**config.mk**
```make
export PLATFORM = sky130hd
export DESIGN_NAME = obf_insn_seq
export DESIGN_NICKNAME = d
export VERILOG_FILES = /design/src/rtl/obf_insn_seq.sv
export SDC_FILE = /design/constraint.sdc
export NUM_CORES = 1
export LEC_CHECK = 0
export BUFFER_PORTS_ARGS = -buffer_cell sky130_fd_sc_hd__buf_4
export CAP_MARGIN = 20
export CORE_MARGIN = 2
export CORE_UTILIZATION = 41
export DETAILED_ROUTE_END_ITERATION = 6
export GPL_ROUTABILITY_DRIVEN = 0
export PLACE_DENSITY_LB_ADDON = 0.12
export SLEW_MARGIN = 20
export SYNTH_ARGS = -nofsm -noshare
export SYNTH_HDL_FRONTEND = slang
export SYNTH_SLANG_ARGS = --single-unit
```
**constraint.sdc**
```tcl
create_clock -name clk -period 1.6 [get_ports clk]
set_clock_uncertainty 0.2 [all_clocks]
set_input_delay 0.32 -clock clk [delete_from_list [all_inputs] [get_ports clk]]
set_output_delay 0.32 -clock clk [all_outputs]
set_load 0.05 [all_outputs]
```
**src/rtl/obf_insn_seq.sv**
```systemverilog
// -----------------------------------------------------------------------------
// obf_insn_seq
//
// Obfuscation sequencer between fetch and the obfuscated instruction
// generator. A reference instruction accepted from fetch is latched and held
// stable on ig_ref_insn_o while the pseudo program counter (ig_ppc_o) steps
// through the substitution sequence. Each generator word is captured into a
// registered valid/ready output stage toward decode. Fetch is back-pressured
// until the generator flags the last word. With obfuscation disabled at accept
// time, the fetched instruction passes straight into the output register.
//
// Parameters:
//   PPC_WIDTH     width of the pseudo program counter
//   MAX_SEQ       highest legal ppc value (must be <= 2**PPC_WIDTH-1)
//
// Ports:
//   clk, rst                   clock, synchronous active-high reset
//   fetch_valid_i/insn_i       reference instruction from fetch
//   fetch_ready_o              sequencer accepts fetch this cycle (combinational)
//   flush_i                    aborts the current sequence, drops output word
//   obf_en_i                   obfuscation enable, sampled at fetch accept
//   ig_ref_insn_o, ig_ppc_o    registered request to the generator
//   ig_insn_i, ig_last_i,      generator response for the current request
//   ig_skip_i                  (skip: word carries an immediate, ppc += 2)
//   out_valid_o/insn_o/        registered output word toward decode with
//   first_o/last_o, out_ready_i sequence boundary flags
//   seq_err_o                  one-cycle pulse when a sequence overruns MAX_SEQ
// -----------------------------------------------------------------------------
module obf_insn_seq #(
    parameter int unsigned PPC_WIDTH = 4,
    parameter int unsigned MAX_SEQ   = 15
) (
    input  logic                 clk,
    input  logic                 rst,

    input  logic                 fetch_valid_i,
    input  logic [31:0]          fetch_insn_i,
    output logic                 fetch_ready_o,

    input  logic                 flush_i,
    input  logic                 obf_en_i,

    output logic [31:0]          ig_ref_insn_o,
    output logic [PPC_WIDTH-1:0] ig_ppc_o,
    input  logic [31:0]          ig_insn_i,
    input  logic                 ig_last_i,
    input  logic                 ig_skip_i,

    output logic                 out_valid_o,
    output logic [31:0]          out_insn_o,
    output logic                 out_first_o,
    output logic                 out_last_o,
    input  logic                 out_ready_i,

    output logic                 seq_err_o
);

    typedef enum logic [0:0] {
        ST_IDLE = 1'b0,
        ST_SEQ  = 1'b1
    } state_t;

    // MAX_SEQ at the width of the next-ppc adder so the overrun compare
    // sees the carry out of the PPC_WIDTH-bit counter.
    localparam logic [PPC_WIDTH:0] MAX_SEQ_W = (PPC_WIDTH + 1)'(MAX_SEQ);
    localparam logic [PPC_WIDTH:0] STEP_ONE  = (PPC_WIDTH + 1)'(1);
    localparam logic [PPC_WIDTH:0] STEP_TWO  = (PPC_WIDTH + 1)'(2);

    // ------------------------------------------------------------------
    // State
    // ------------------------------------------------------------------
    state_t               state_q;
    logic [PPC_WIDTH-1:0] ppc_q;
    logic [31:0]          ref_insn_q;
    logic                 out_valid_q;
    logic [31:0]          out_insn_q;
    logic                 out_first_q;
    logic                 out_last_q;
    logic                 seq_err_q;

    // ------------------------------------------------------------------
    // Combinational helpers
    // ------------------------------------------------------------------
    logic                 free_d;      // output register can take a new word
    logic                 accept_d;    // fetch handshake this cycle
    logic [PPC_WIDTH:0]   nppc_d;      // candidate next ppc, one bit wider
    logic                 overrun_d;   // candidate next ppc exceeds MAX_SEQ
    logic                 first_d;     // current generator word is word 0

    assign free_d        = !out_valid_q || out_ready_i;
    assign fetch_ready_o = (state_q == ST_IDLE) && free_d && !flush_i;
    assign accept_d      = fetch_valid_i && fetch_ready_o;

    // The extra bit keeps a wrap of the PPC_WIDTH-bit counter visible as an
    // overrun instead of silently restarting the sequence at a low ppc.
    assign nppc_d    = {1'b0, ppc_q} + (ig_skip_i ? STEP_TWO : STEP_ONE);
    assign overrun_d = (nppc_d > MAX_SEQ_W);
    assign first_d   = (ppc_q == '0);

    // ------------------------------------------------------------------
    // Sequencer FSM with registered outputs
    // ------------------------------------------------------------------
    always_ff @(posedge clk) begin
        if (rst) begin
            state_q     <= ST_IDLE;
            ppc_q       <= '0;
            ref_insn_q  <= '0;
            out_valid_q <= 1'b0;
            out_insn_q  <= '0;
            out_first_q <= 1'b0;
            out_last_q  <= 1'b0;
            seq_err_q   <= 1'b0;
        end else if (flush_i) begin
            // Abort: drop the pending output word and any word fetch offers
            // in the same cycle. The reference latch keeps its old value; it
            // is only meaningful while in ST_SEQ.
            state_q     <= ST_IDLE;
            ppc_q       <= '0;
            out_valid_q <= 1'b0;
            seq_err_q   <= 1'b0;
        end else begin
            seq_err_q <= 1'b0;

            unique case (state_q)
                ST_IDLE: begin
                    if (accept_d) begin
                        if (obf_en_i) begin
                            // Start a substitution sequence. The output stage
                            // is free here, so whatever it held has either
                            // been consumed this cycle or was never valid.
                            ref_insn_q  <= fetch_insn_i;
                            ppc_q       <= '0;
                            state_q     <= ST_SEQ;
                            out_valid_q <= 1'b0;
                        end else begin
                            // Bypass: the instruction is its own one-word
                            // sequence and goes straight to the output stage.
                            out_insn_q  <= fetch_insn_i;
                            out_first_q <= 1'b1;
                            out_last_q  <= 1'b1;
                            out_valid_q <= 1'b1;
                        end
                    end else if (out_ready_i) begin
                        out_valid_q <= 1'b0;
                    end
                end

                ST_SEQ: begin
                    // When decode stalls, nothing moves: ppc and the
                    // reference stay put so the generator word stays stable.
                    if (free_d) begin
                        out_insn_q  <= ig_insn_i;
                        out_first_q <= first_d;
                        out_valid_q <= 1'b1;

                        if (ig_last_i) begin
                            out_last_q <= 1'b1;
                            ppc_q      <= '0;
                            state_q    <= ST_IDLE;
                        end else if (overrun_d) begin
                            // The generator failed to terminate within the
                            // legal ppc range: close the sequence here so
                            // decode still sees a well-formed boundary.
                            out_last_q <= 1'b1;
                            seq_err_q  <= 1'b1;
                            ppc_q      <= '0;
                            state_q    <= ST_IDLE;
                        end else begin
                            out_last_q <= 1'b0;
                            ppc_q      <= nppc_d[PPC_WIDTH-1:0];
                        end
                    end
                end

                default: begin
                    state_q <= ST_IDLE;
                end
            endcase
        end
    end

    // ------------------------------------------------------------------
    // Outputs
    // ------------------------------------------------------------------
    assign ig_ref_insn_o = ref_insn_q;
    assign ig_ppc_o      = ppc_q;
    assign out_valid_o   = out_valid_q;
    assign out_insn_o    = out_insn_q;
    assign out_first_o   = out_first_q;
    assign out_last_o    = out_last_q;
    assign seq_err_o     = seq_err_q;

endmodule

```
Word level (Yosys, flattened, before mapping)

Cells that the tools add are included.
W data, S select, Z words.

Bits in registers: 73
Output and inout bits: 73
Word-level logic and storage cells: 61

Add/sub/neg operators: 1
$lt $le $gt $ge: 1
Equality and inequality tests: 5
Muxes and demuxes: 30
Bitwise gates (word level): 3
Reduce and logical (&&, ||, !) cells: 13

Operators by type and width:

| kind                 | number |
|---|---|
| $mux W32             | 3 |
| $pmux W32 S2         | 1 |
| $mux W4              | 5 |
| $mux W1              | 15 |
| $pmux W1 S2          | 4 |
| $pmux W4 S2          | 1 |
| $reduce_and A4 Y1    | 2 |
| $ne A2 B2 Y1 const B | 3 |
| $add A4 B2 Y5        | 1 |
| $gt A5 B4 Y1 const B | 1 |
| $reduce_or A5 Y1     | 1 |
| $logic_not A4 Y1     | 1 |
| $logic_and A1 B1 Y1  | 3 |
| $ne A3 B3 Y1 const B | 1 |
| $not A1 Y1           | 3 |
| $reduce_and A3 Y1    | 1 |
| $logic_not A1 Y1     | 2 |
| $mux W2              | 1 |
| $ne A2 B1 Y1 const B | 1 |
| $reduce_and A2 Y1    | 1 |
| $reduce_or A2 Y1     | 1 |
| $logic_or A1 B1 Y1   | 1 |

Depth between registers and ports, before layout

Word-level depth: 7
Gate-level depth with buffers: 7
Depth with buffers taken out: 7

Least setup slack after synthesis

No wires, ideal clock.

Kind: flip-flop to output port
From: register out_valid_q, in the netlist out_valid_o
To: output fetch_ready_o
Data arrival time: 1868 ps
Path slack: -788 ps
Stages on the path, launching flop included: 4
Cells stage by stage: dfxtp_1 nor2b_1 buf_2 nor3_1

Longest elaborated chain between the ends: 4

Ends and longest elaborated chain:

| what                              | RTL line | source |
|---|---|---|
| start, declared                   | 75       | `logic out_valid_q;` |
| start signal, assigned            | 108      | `out_valid_q <= 1'b0;` |
| start signal, assigned            | 119      | `out_valid_q <= 1'b0;` |
| start signal, assigned            | 134      | `out_valid_q <= 1'b0;` |
| $logic_not A1 Y1                  | 90       | `assign free_d = !out_valid_q \|\| out_ready_i;` |
| $logic_or A1 B1 Y1                | 90       |  |
| $logic_and A1 B1 Y1 (2 in series) | 91       | `assign fetch_ready_o = (state_q == ST_IDLE) && free_d && !flush_i;` |
| end, declared                     | 38       | `output logic fetch_ready_o,` |

Every way passes these cells.

Final worst setup path

From: register out_valid_q, in the netlist out_valid_o
To: register out_insn_q[13], in the netlist out_insn_o[13]

Longest elaborated chain between the ends: 7

Ends and longest elaborated chain:

| what                              | RTL line | source |
|---|---|---|
| $logic_not A1 Y1 *                | 90       |  |
| $logic_or A1 B1 Y1 *              | 90       |  |
| $logic_and A1 B1 Y1 (2 in series) | 91       |  |
| $logic_and A1 B1 Y1               | 92       | `assign accept_d = fetch_valid_i && fetch_ready_o;` |
| $ne A2 B2 Y1 (no line)            | --       |  |
| $reduce_and A4 Y1 (no line) *     | --       |  |
| end signal, assigned              | 138      | `out_insn_q <= fetch_insn_i;` |
| end signal, assigned              | 152      | `out_insn_q <= ig_insn_i;` |
| end, declared                     | 76       | `logic [31:0] out_insn_q;` |

Every way passes the cells marked *; elsewhere a longest branch is shown, timed or not.
A chain may end at the register's enable or synchronous reset.

==> results.md <==
- Setup Crit Path Kind: register to register
- Syn_nets: 413
- Syn Inst Count: about 340
- Core Region: 7210 µm²
- Via density: around 5.2
- Met3 GRT Util: 5.95%
- Die Ht: approximately 90 µm
- Final min period: 1.84 ns
- Via count: 3309
- First-pass GRT wire length: around 15000 µm
- Peak supply drop: 589 µV
- Comb pwr share: around a quarter
- Starting Density: 41.9%
- Filler Cells Inserted: 418
- Syn-to-layout area delta: 96.8%
- Clk sink count: 73
- Final core occ: around 83%
- Met2 GRT Util: between 40% and 50%
- Leakage: 2.45 nW
- Slew HR: 70.4%
- Cts bufs inserted: 9
- Max-cap violations: 0
- Final Instance Area: 5950 µm²
- Drt pass-1 iters: 4
- Slew Viols, Final: 0
- H-tree depth: 3
- Pin count of the biggest net entering global routing: 67
- Grt peak-use layer: met2
- Worst EP arrival: roughly 1.9 ns
- Min-delay worst type: primary input to register
- Antenna cell count: 0
- Clock share of power: 34.0%
- Sequential area share after synthesis: 48.3%
- Wire length per cell: 18.4 µm
- Fmax: 543 MHz
- Routed Wire Length: 11700 µm
- Final net count: about 600
- Grt met1 use: 27.7%
- Worst Setup End Kind: register
- Post-detail-place hpwl: slightly above 6000 µm
- Clk slew on worst S/H paths: 0.08 ns
- NetSw: 0.00151 W
- Antenna-violating nets left: 0
- Die Wd: 89.9 µm
- Global route overflow: 0
- Synthesized flop and latch total: 73
- Synth Warn #: 0
- Fin. Hold Viols: 0
- Sequential power share: 40.9%
- Vias in the first global route: 3094
- Initial antenna violation count: 0
- Cell Area, Placed: 4540 µm²
- Final setup TNS: -8.95 ns
- Cell Pwr Density: 808 nW/µm²
- Core Rows: 31
- Clock Latency Late Sink: 0.35 ns
- 1st-iter DRT viols: 134
- Die ar.: 8080 µm²
- Sw frac: a little under a third
- Crit path max fanout: 4
- RSZ-0062 raised after global routing: true
- I/O Buffers: 144
- CTS max path bufs: 2
- Post-CTS Hold Buffers: 0
- Outcome: complete, but fails checks
- Mapped cell area: 3020 µm²
- Gr usage total: around a quarter
- I/O Pins: 145
- Register cell area after layout: 1470 µm²
- Yosys cell types: 29
- Slew at the pin closest to its max-slew limit: 0.444 ns
- Place WS: -0.211 ns
- Fraction of layout cells with a size suffix above 1: 70.0%
- Final setup violation count: between 70 and 80
- Final worst slack: -0.241 ns
- Req. time, crit path: between 1.5 and 2 ns
- Failing checks: negative setup slack
- CTS root buf: clkbuf_8
- Area of the multi-input gates: 2170 µm²
- Tcrit/Tclk final: 115%
- Int Pwr: 0.00330 W
- Crit start category: register
- Residual DRC: 0
- TritonCTS clock tree: done
- Avg Inst Size Synth: 8.95 µm²
critical path, cell delays in order, from the launching register on:
cell,delay [ns]
dfxtp_4,0.34
nor2b_4,0.13
buf_6,0.12
a211oi_4,0.31
buf_6,0.16
buf_4,0.12
buf_16,0.11
nor2_1,0.06
a211oi_2,0.20
routing by layer:
metal  wire length (µm)  vias up
li1                   -     1555
met1               4490     1599
met2               6260      131
met3                680       24
met4                250        0
met5                  0        -
state kept, by name (all words and copies together) (netlist names):
register       cells
out_insn_o        32
seq_err_o          1
out_last_o         1
out_first_o        1
out_valid_o        1
ig_ppc_o           4
state_q            1
ig_ref_insn_o     32
final cells by class:
| type | instances | share of cell area, % |
|---|---|---|
| multi-input cells | 237 | 36.5 |
| flip-flops and latches | 73 | 24.8 |
| repair buffers | 209 | 32.9 |
| clock inverters | 6 | 1.51 |
| well taps | 99 | 2.08 |
| inverters | 2 | 0.126 |
| clock buffers | 10 | 2.14 |
kinds of logic after synthesis:
kind of cell	Yosys count	synth area share (%)
adders and majority gates	3	1.49
and+or+nand+nor	122	16.5
buffers and inverters	28	4.72
DFF	73	48.3
muxes	32	10.6
AOI/OAI and AO/OA	80	18.3
synth_stat cells (all sizes together):
master,n,area [µm²]
a21oi,38,190
nand3,3,15.0
a211oi,34,310
nor2b,2,12.5
o21ai,3,15.0
ha,2,25.0
inv,2,7.51
buf,19,109
a21o,2,15.0
dfxtp,73,1460
nand3b,1,7.51
clkbuf,7,26.3
or3,3,18.8
nor3,2,15.0
nand2,68,255
a31o,1,8.76
nor2,38,143
mux2i,32,320
or2,1,6.26
fa,1,20.0
or4,1,7.51
nor3b,1,7.51
a311oi,1,8.76
nand2b,2,12.5
a31oi,1,6.26
worst paths after layout:
path	from	slack [ns]	depth (start not counted)	endpoint
worst min-delay path	fetch_insn_i[2]	0.02	3	ig_ref_insn_o[2]$_SDFFE_PP0P_
worst min register to register	ig_ref_insn_o[18]$_SDFFE_PP0P_	0.27	2	ig_ref_insn_o[18]$_SDFFE_PP0P_
worst max-delay path	out_valid_o$_SDFFE_PP0P_	-0.24	8	out_insn_o[13]$_SDFFE_PP0P_
worst max register to register	out_valid_o$_SDFFE_PP0P_	-0.24	8	out_insn_o[13]$_SDFFE_PP0P_
through the flow:
stage          total power [W]  instances  hold WS [ns]
6_report               0.00481        636        0.0172
5_1_grt                0.00495        636        0.0229
4_1_cts                0.00462        627       0.00941
3_5_place_dp           0.00290        585         0.248
3_3_place_gp           0.00289        585         0.241
2_1_floorplan          0.00254        338         0.256
cells in the final DEF (no fill, tap or decap), types with 3 or more instances in the layout:
master,instances
or3_4,3
buf_12,11
nor2_4,12
a21oi_1,3
dfxtp_4,3
nor2_1,16
a21oi_2,34
buf_6,21
dfxtp_1,69
mux2i_1,32
clkbuf_8,9
nor2_2,10
buf_8,7
nand2_1,24
nand3_2,3
nand2_4,38
buf_4,164
buf_16,5
a211oi_2,31
nand2_2,6
repair_timing:
item | in CTS | in global routing
cloned | 10 | 1
endpoints found under the setup margin | 68 | 71
pin swaps | 17 | 87
buffers inserted | 17 | 12
gates resized for setup | 39 | 176
hold endpoints to repair | 0 | 0
power by group through the flow:
| stage | clock (W) | sequential (W) | combinational, W |
|---|---|---|---|
| after floorplan | 0 | 0.00225 | 0.000285 |
| after global placement | 0 | 0.00198 | 0.000908 |
| after detailed placement | 0 | 0.00198 | 0.000917 |
| after CTS | 0.00163 | 0.00194 | 0.00105 |
| after global routing | 0.00172 | 0.00197 | 0.00126 |
| final | 0.00164 | 0.00197 | 0.00121 |
Power figures use the tool's default switching activity.
